File: src/rtl/ascii_disp_pkg.sv
// Shared types and constants for the ASCII scroller and its
// display-side neighbours.
package ascii_disp_pkg;

    localparam logic [7:0] ASCII_SPACE    = 8'h20;
    localparam int         NUM_DIGITS_DEF = 6;

    typedef enum logic [1:0] {
        IDLE,
        LOAD,
        SCROLL
    } scroll_state_t;

endpackage

File: src/rtl/ascii_msg_buffer.sv
// Message storage: one write port, NUM_DIGITS combinational
// read ports (one per display digit).
module ascii_msg_buffer #(
    parameter int MSG_DEPTH  = 32,
    parameter int NUM_DIGITS = 6,
    parameter int AW         = $clog2(MSG_DEPTH)
) (
    input  logic                         clk,
    input  logic                         we_i,
    input  logic [AW-1:0]                waddr_i,
    input  logic [7:0]                   wdata_i,
    input  logic [NUM_DIGITS-1:0][AW-1:0] raddr_i,
    output logic [NUM_DIGITS-1:0][7:0]   rdata_o
);

    // No reset: contents are don't-care until written.
    logic [7:0] mem_q [MSG_DEPTH];

    always_ff @(posedge clk) begin
        if (we_i) begin
            mem_q[waddr_i] <= wdata_i;
        end
    end

    always_comb begin
        rdata_o = '0;
        for (int d = 0; d < NUM_DIGITS; d++) begin
            rdata_o[d] = mem_q[raddr_i[d]];
        end
    end

endmodule

File: src/rtl/ascii_scroller.sv
// Message loader and right-to-left scroll sequencer for ASCII digits.
// Define ASCII_SCROLLER_HOLD_EN to add the hold (pause) input.
module ascii_scroller
    import ascii_disp_pkg::*;
#(
    parameter int NUM_DIGITS = NUM_DIGITS_DEF,
    parameter int MSG_DEPTH  = 32,
    parameter int TICK_DIV   = 25_000_000
) (
    input  logic                          clk,
    input  logic                          rst_n,
    input  logic                          wr_valid,
    output logic                          wr_ready,
    input  logic [7:0]                    wr_char,
    input  logic                          wr_last,
    input  logic                          clear,
`ifdef ASCII_SCROLLER_HOLD_EN
    input  logic                          hold,
`endif
    output logic [8*NUM_DIGITS-1:0]       ascii_out,
    output logic [$clog2(MSG_DEPTH+1)-1:0] msg_len,
    output logic                          scrolling
);

    localparam int LW = $clog2(MSG_DEPTH + 1);
    localparam int AW = $clog2(MSG_DEPTH);
    localparam int VW = $clog2(MSG_DEPTH + 2 * NUM_DIGITS);
    localparam int TW = $clog2(TICK_DIV);

    scroll_state_t           state_q, state_d;
    logic [LW-1:0]           len_q, len_d;
    logic [VW-1:0]           off_q, off_d;
    logic [TW-1:0]           tick_q, tick_d;
    logic [8*NUM_DIGITS-1:0] ascii_q, ascii_d;

    logic                         accept;
    logic                         commit;
    logic                         run;
    logic                         last_tick;
    logic [VW-1:0]                plen;
    logic [VW-1:0]                vsum [NUM_DIGITS];
    logic [VW-1:0]                vidx [NUM_DIGITS];
    logic [NUM_DIGITS-1:0]        blank;
    logic [NUM_DIGITS-1:0][AW-1:0] raddr;
    logic [NUM_DIGITS-1:0][7:0]   rdata;

`ifdef ASCII_SCROLLER_HOLD_EN
    assign run = !hold;
`else
    assign run = 1'b1;
`endif

    assign wr_ready  = !clear && (state_q != SCROLL)
                       && (len_q < LW'(MSG_DEPTH));
    assign accept    = wr_valid && wr_ready;
    assign commit    = wr_last || (len_q == LW'(MSG_DEPTH - 1));
    assign last_tick = (tick_q == TW'(TICK_DIV - 1));
    assign plen      = VW'(len_q) + VW'(NUM_DIGITS);

    ascii_msg_buffer #(
        .MSG_DEPTH  (MSG_DEPTH),
        .NUM_DIGITS (NUM_DIGITS),
        .AW         (AW)
    ) u_buf (
        .clk     (clk),
        .we_i    (accept),
        .waddr_i (AW'(len_q)),
        .wdata_i (wr_char),
        .raddr_i (raddr),
        .rdata_o (rdata)
    );

    // Virtual index: NUM_DIGITS leading blanks, then the message.
    always_comb begin
        raddr = '0;
        blank = '0;
        for (int d = 0; d < NUM_DIGITS; d++) begin
            vsum[d]  = off_q + VW'(d);
            vidx[d]  = (vsum[d] >= plen) ? vsum[d] - plen : vsum[d];
            blank[d] = vidx[d] < VW'(NUM_DIGITS);
            raddr[d] = AW'(vidx[d] - VW'(NUM_DIGITS));
        end
    end

    always_comb begin
        ascii_d = {NUM_DIGITS{ASCII_SPACE}};
        if (!clear && state_q == SCROLL) begin
            for (int d = 0; d < NUM_DIGITS; d++) begin
                ascii_d[8*(NUM_DIGITS-d)-1 -: 8] =
                    blank[d] ? ASCII_SPACE : rdata[d];
            end
        end
    end

    always_comb begin
        state_d = state_q;
        len_d   = len_q;
        off_d   = off_q;
        tick_d  = tick_q;
        if (clear) begin
            state_d = IDLE;
            len_d   = '0;
            off_d   = '0;
            tick_d  = '0;
        end else begin
            unique case (state_q)
                IDLE, LOAD: begin
                    if (accept) begin
                        len_d   = len_q + LW'(1);
                        state_d = commit ? SCROLL : LOAD;
                        off_d   = '0;
                        tick_d  = '0;
                    end
                end
                SCROLL: begin
                    if (run) begin
                        if (last_tick) begin
                            tick_d = '0;
                            off_d  = (off_q == plen - VW'(1))
                                     ? '0 : off_q + VW'(1);
                        end else begin
                            tick_d = tick_q + TW'(1);
                        end
                    end
                end
                default: state_d = IDLE;
            endcase
        end
    end

    always_ff @(posedge clk or negedge rst_n) begin
        if (!rst_n) begin
            state_q <= IDLE;
            len_q   <= '0;
            off_q   <= '0;
            tick_q  <= '0;
            ascii_q <= {NUM_DIGITS{ASCII_SPACE}};
        end else begin
            state_q <= state_d;
            len_q   <= len_d;
            off_q   <= off_d;
            tick_q  <= tick_d;
            ascii_q <= ascii_d;
        end
    end

    assign ascii_out = ascii_q;
    assign msg_len   = len_q;
    assign scrolling = (state_q == SCROLL);

endmodule

File: config.mk
export PLATFORM = sky130hd
export DESIGN_NAME = ascii_scroller
export DESIGN_NICKNAME = d
export VERILOG_FILES = /design/src/rtl/ascii_disp_pkg.sv /design/src/rtl/ascii_msg_buffer.sv /design/src/rtl/ascii_scroller.sv
export SDC_FILE = /design/constraint.sdc
export NUM_CORES = 2
export LEC_CHECK = 0
export CAP_MARGIN = 20
export CORE_MARGIN = 2
export CORE_UTILIZATION = 45
export DETAILED_ROUTE_END_ITERATION = 8
export GPL_TIMING_DRIVEN = 0
export SYNTH_ARGS = -nofsm -noshare
export SYNTH_HDL_FRONTEND = slang
export SYNTH_SLANG_ARGS = --single-unit
File: constraint.sdc
create_clock -name clk -period 8.9 [get_ports clk]
set_input_delay 1.335 -clock clk [delete_from_list [all_inputs] [get_ports clk]]
set_output_delay 1.335 -clock clk [all_outputs]
set_load 0.1 [all_outputs]
* Word level (Yosys, flattened, before mapping)
Memories as Yosys holds them, arrays and structs flattened.
Cells that the tools add are included.
** Storage, ports and cells
- Bits in registers :: 87
- Latch bits :: 0
- RAM bits :: 256
- Memory bits (read-only) :: 0
- Bits of input ports :: 13
- Output and inout port bits :: 56
- Logic and storage cells :: 95
- Memories kept :: 1
** Cells by class
- Add/sub/neg operators :: 21
- Multiply operators :: 0
- Div/mod/pow operators :: 0
- $lt $le $gt $ge :: 13
- Equality and inequality tests :: 9
- Shifts and indexed selects :: 0
- Mux-type cells :: 31
- Bitwise logic cells :: 0
- Reduce and logical (&&, ||, !) cells :: 15
** Memory list
- u_buf.mem_q :: words 32, width 8, read ports 6, clocked after Yosys merged registers in 0, wr ports 1, RTL line ascii_msg_buffer.sv:17 : logic [7:0] mem_q [MSG_DEPTH];
** Operators by type and width (count)
- 6-bit 2-to-1 mux :: 13
- 25-bit 2-to-1 mux :: 3
- 25-bit case mux with 2 select lines :: 1
- 48-bit 2-to-1 mux :: 1
- 8-bit 2-to-1 mux :: 6
- 6-bit >= comparator :: 6
- 6-bit by 3-bit less-than comparator with 1-bit output (second input constant) :: 6
- 6-bit subtractor :: 6
- 5-bit by 3-bit subtractor with 5-bit output (second input constant) :: 6
- 25-bit by 1-bit adder with 25-bit output (second input constant) :: 1
- 25-bit == test (second input constant) :: 1
- 6-bit by 3-bit adder with 6-bit output (second input constant) :: 3
- 6-bit by 1-bit adder with 6-bit output (second input constant) :: 2
- 6-bit by 2-bit adder with 6-bit output (second input constant) :: 2
- 6-bit case mux with 2 select lines :: 1
- 6-bit by 5-bit == test with 1-bit output (second input constant) :: 1
- 6-bit == test :: 1
- 6-bit less-than comparator (second input constant) :: 1
- 2-bit 2-to-1 mux :: 3
- 2-bit AND reduction :: 3
- 6-bit by 1-bit subtractor with 6-bit output (second input constant) :: 1
- 1-bit logical AND :: 4
- 2-bit inequality test (second input constant) :: 2
- 2-bit case mux with 2 select lines :: 1
- 12 further kinds :: 14

* Depth between registers and ports, before layout
- Word-level depth :: 7
- Depth in mapped cells :: 25

* Modules after synthesis
Synthesis repeated with hierarchy kept, for this count alone.
** Second synthesis, totals
- Cell total of the unflattened synthesis :: 1661
- Area total of the unflattened synthesis :: 26390.3 sq um
** By module, submodules not included
- ascii_msg_buffer :: instances 1, cells an instance 944, area an instance 19865.3 sq um
- ascii_scroller :: instances 1, cells an instance 717, area an instance 6525.0 sq um

* Worst setup path before layout
OpenSTA, ideal clock, no wires.
- Path kind :: register to register
- Start point :: register len_q[1] (netlist: msg_len[1])
- End point :: register ascii_q[16] (netlist: ascii_out[16])
- Setup time :: 136 ps
- Data arrival time :: 6134 ps
- Data required time :: 8764 ps
- Slack :: 2630 ps
- Stages on the path, launching flop included :: 24
- Buffers on the path :: 4
- Period minus slack after synthesis :: 6270 ps
- Cell sequence :: dfrtp_1 inv_1 ha_1 xor2_1 ha_1 nand4b_1 and3_1 maj3_1 o21ba_2 nor2_1 a21o_1 buf_2 inv_1 clkbuf_1 ha_1 or3_1 a21oi_2 nor2_2 buf_2 buf_1 nand3_1 nand4_1 a221oi_1 nand3_1
** On the way
- Cells in the longest elaborated chain, start to end :: 7
- Elaborated cells on any way between the ends :: 9
- Those cells by class :: add/sub: 3; order compare: 2; mux: 3; memory: 1
** Ends and longest elaborated chain
- start, declared :: RTL line ascii_scroller.sv:31 : logic [LW-1:0] len_q, len_d;
- start signal, assigned :: RTL line ascii_scroller.sv:140 : len_q <= len_d;
- 6-bit by 3-bit adder with 6-bit output * :: RTL line ascii_scroller.sv:58 : assign plen = VW'(len_q) + VW'(NUM_DIGITS);
- 6-bit subtractor / 6-bit >= comparator (equally long branches) :: RTL line ascii_scroller.sv:79 : vidx[d] = (vsum[d] >= plen) ? vsum[d] - plen : vsum[d];
- 6-bit 2-to-1 mux * :: RTL line ascii_scroller.sv:79
- 5-bit by 3-bit subtractor with 5-bit output :: RTL line ascii_scroller.sv:81 : raddr[d] = AW'(vidx[d] - VW'(NUM_DIGITS));
- memory read 32 x 8 bit
- 8-bit 2-to-1 mux * :: RTL line ascii_scroller.sv:90 : blank[d] ? ASCII_SPACE : rdata[d];
- 48-bit 2-to-1 mux * :: RTL line ascii_scroller.sv:87 : if (!clear && state_q == SCROLL) begin
- net ascii_d[16] :: RTL line ascii_scroller.sv:34 : logic [8*NUM_DIGITS-1:0] ascii_q, ascii_d;
- end signal, assigned :: RTL line ascii_scroller.sv:137 : ascii_q <= {NUM_DIGITS{ASCII_SPACE}};
- end signal, assigned :: RTL line ascii_scroller.sv:143 : ascii_q <= ascii_d;
- end, declared :: RTL line ascii_scroller.sv:34
Mark *: on every way through the listed nets, which the timed path passes. The rest lies on a longest branch.
A chain may end at the register's enable or synchronous reset.

* Final worst setup path
- Start point :: register len_q[1] (netlist: msg_len[1])
- End point :: register ascii_q[20] (netlist: ascii_out[20])
Same word-level chain as after synthesis.

==> key figures <==
Clock tree
  – CTS tree: yes
  – Cts bufs inserted: just over 40
  – Post-CTS Resized: 0
  – CTS sink cnt: 343
  – CTS Buffer Depth: 3
  – Root Buffer: clkbuf_16
  – Setup Fix Bufs, Post-CTS: 0
  – Hold buffers post-CTS: 0
  – Clock-pin slew on the worst setup and hold paths: 0.06 ns
  – CTS H-Tree Depth: 2
  – Worst skew pair latency: 0.62 ns

Run
  – Number of max-cap violations: 0

Route
  – Drt first pass iters: 9
  – Routed Antenna Nets: 0
  – Via density: 7.60
  – DR vias: 32800
  – WL final: between 150000 and 200000 um
  – Drc violations: 91
  – DR WL/cell: 42.4 um
  – Initial DRC Count: 7031

Placement
  – IO buf count: 68
  – Final GP Congestion: 1.20
  – Placed insts: roughly 4200
  – Final HPWL DP: about 130000 um
  – Area post-placement: 30200 sq um
  – Placement Setup Slack: 0.557 ns

Worst setup path
  – Critical Path RT: 9.19 ns
  – Crit start category: flop
  – CP cell instances: inv_1 > ha_1 > xor2_1 > ha_1 > nand4b_1 > and3_1 > maj3_1 > o21ba_2 > a21o_1 > buf_2 > inv_1 > clkbuf_1 > ha_1 > nand2_1 > a21oi_1 > nor2_2 > clkbuf_1 > nand3_1 > a41oi_1 > o21ai_0 > o211ai_1
  – Setup crit start: msg_len[1]
  – Crit-path max FO: 15
  – Crit Path Class: reg2reg
  – Crit. path cell count: 21
  – Worst Setup End Kind: flop
  – WP buf/inv: 5
  – Critical Path Max Stage Delay: around 0.86 ns
  – Worst EP arrival: 9.29 ns
  – R2r startpoint: msg_len[1]
  – R2R cell count: 21
  – Crit path max-delay family: compound AO/OA/AOI/OAI gates
  – Most frequent CP cell: ha_1
  – Critical path's slowest cell: xor2_1

Synth
  – Syn Nets: between 3000 and 4000
  – Register area share after synthesis: a little over a third
  – Distinct cells, synth: a little over 90
  – Post-synth EDFFs: 256
  – Yosys warns: 0
  – Synth Cell Area: 28100 sq um
  – Mapped Cells: approximately 3300
  – Main synth FF type: edfxtp_1
  – Synthesized area per cell: ~8.6 sq um
  – Async SR Flop Fraction: between 20% and 30%
  – Register bit total from synthesis: 343

Power
  – Total power: 7.20 mW
  – Pleak: around 13 nW
  – Pwr dens: ~230 nW/um^2
  – VDD IR-drop max: 0.000190 V

Floorplan
  – Initial Util: 45.6%
  – Die area: 64500 sq um
  – Core footprint: 61700 sq um
  – Die X: about 250 um
  – I/O Pins: 69
  – Core Rows: between 90 and 100
  – Die Y: approximately 250 um

Timing
  – Final Worst Setup Slack: -0.0985 ns
  – Worst Tran Pin Value: 1.33 ns
  – Skew final: 0.0286 ns
  – Final setup fails: 4
  – Period minus WS final: 9.00 ns
  – Max Freq: 111 MHz
  – RSZ-0062 raised after global routing: false
  – Slew HR: 11.1%
  – Period utilization: 101%
  – Setup TNS: -0.237 ns
  – Final Max Tran Viols: 0
  – Hold Vio Cnt, Final: 0

Hold path
  – Min-delay src: state_q[1]
  – Hold path depth: 1
  – Hold/Removal Path Class: reg2reg

Outcome
  – Failing checks: DRC, setup timing
  – Status: finished, violations left

Global routing
  – Vias in the first global route: 29300
  – Remaining Overflow, GRT: 0
  – Initial antenna violation count: 18
  – GRT Resource Usage Total: between 50% and 60%
  – Largest net degree at the start of global routing: 60
  – First-pass GRT wire length: between 200000 and 250000 um

Final layout
  – Share of cells above drive strength 1: 11.4%
  – Design area: 31800 sq um
  – Most frequent cells in the layout: nand2_1 (865), nand3_1 (477), edfxtp_1 (256), mux2i_1 (175), a21oi_1 (117)
  – Most common cell after layout, fill and taps aside: nand2_1
  – Finished Layout Cells: 4312
  – Final #Nets: around 3500
  – Layout area overhead: 13.2%
-- registers in the layout, indices dropped and copies added (netlist names) --
| signal | count |
|---|---|
| msg_len | 6 |
| off_q | 6 |
| ascii_out | 48 |
| u_buf.mem_q | 256 |
| state_q | 2 |
| tick_q | 25 |
-- power breakdown --
group	leakage [nW]	total (mW)	internal, mW	switching [mW]
clock	0.707	1.88	1.08	0.794
sequential	3.49	1.76	1.74	0.0189
combinational	8.44	3.57	0.927	2.64
total	12.6	7.20	3.75	3.46
-- Yosys cell counts, drive strengths merged (7+ instances only) --
master	instances	area, sq um
o211ai	43	323
nor2b	10	62.6
or4	8	60.1
clkbuf	102	383
a32o	8	80.1
dfrtp	81	2030
nor2	120	485
inv	37	139
and4	15	131
a31oi	34	213
nand2b	12	75.1
nor3	31	155
nand3	478	2400
mux2i	178	1820
a41oi	15	131
edfxtp	256	7690
and3	58	363
o31ai	8	60.1
o22ai	36	225
o221ai	9	78.8
mux2	11	128
nand4	62	388
a211oi	35	263
buf	154	830
or3	7	43.8
a211o	10	87.6
a221oi	10	87.6
a31o	9	78.8
ha	47	588
a21oi	122	633
xor2	39	357
a311oi	31	272
a21o	21	158
xnor2	55	497
nand2	865	3250
and2	8	50.1
a221o	7	70.1
o21ai	61	317
mux4	95	2140
-- metrics by stage --
step | utilization (%) | hold slack [ns]
after floorplan | - | 0.437
after global placement | 48.4 | 0.451
after detailed placement | 49.0 | 0.482
after CTS | 51.3 | 0.489
after global routing | 51.5 | 0.518
final | 51.6 | 0.493
-- final cells by class --
cell class / instances / area (sq um)
Fill cell: 5794 / 29900
Multi-Input combinational cell: 2644 / 17000
Sequential cell: 343 / 9870
Buffer: 254 / 1200
Clock buffer: 51 / 1160
Timing Repair Buffer: 101 / 1100
Tap cell: 837 / 1050
Clock inverter: 25 / 305
Inverter: 38 / 143
Antenna cell: 19 / 47.5
-- cell families after synthesis --
family,after synthesis,share of synthesized area (%)
AOI/OAI and AO/OA,517,12.9
xor gates and xnor gates,94,3.04
adders and majority gates,53,2.45
buffers and inverters,294,4.82
DFF,343,35.1
muxes,284,14.5
and+or+nand+nor,1696,27.2
-- routing by layer --
metal  GRT usage [%]  part of all wire (%)
met1            64.4                    34
met2            71.8                    37
met3            35.3                    18
met4            44.9                    11
met5            6.72                  0.31
-- worst reg2reg max path, delay by kind of cell, from the launching register on --
| family | cells | cell delay [ns] |
|---|---|---|
| XOR/XNOR | 1 | 0.86 |
| adder cells (fa/ha/maj) | 4 | 1.42 |
| flip-flops | 1 | 0.81 |
| buffers and inverters | 5 | 2.13 |
| AO/OA/AOI/OAI | 6 | 2.51 |
| AND/OR/NAND/NOR | 5 | 0.98 |
-- final timing paths --
path / to / slack, ns
setup / recovery: ascii_out[20] / -0.1
max in group asynchronous: ascii_out[16] / 7.49
setup reg to reg: ascii_out[20] / -0.1
hold / removal: state_q[0] / 0.49
min in group asynchronous: ascii_out[34] / 0.66
hold reg to reg: state_q[0] / 0.49
(Power assumes the default switching activity.)
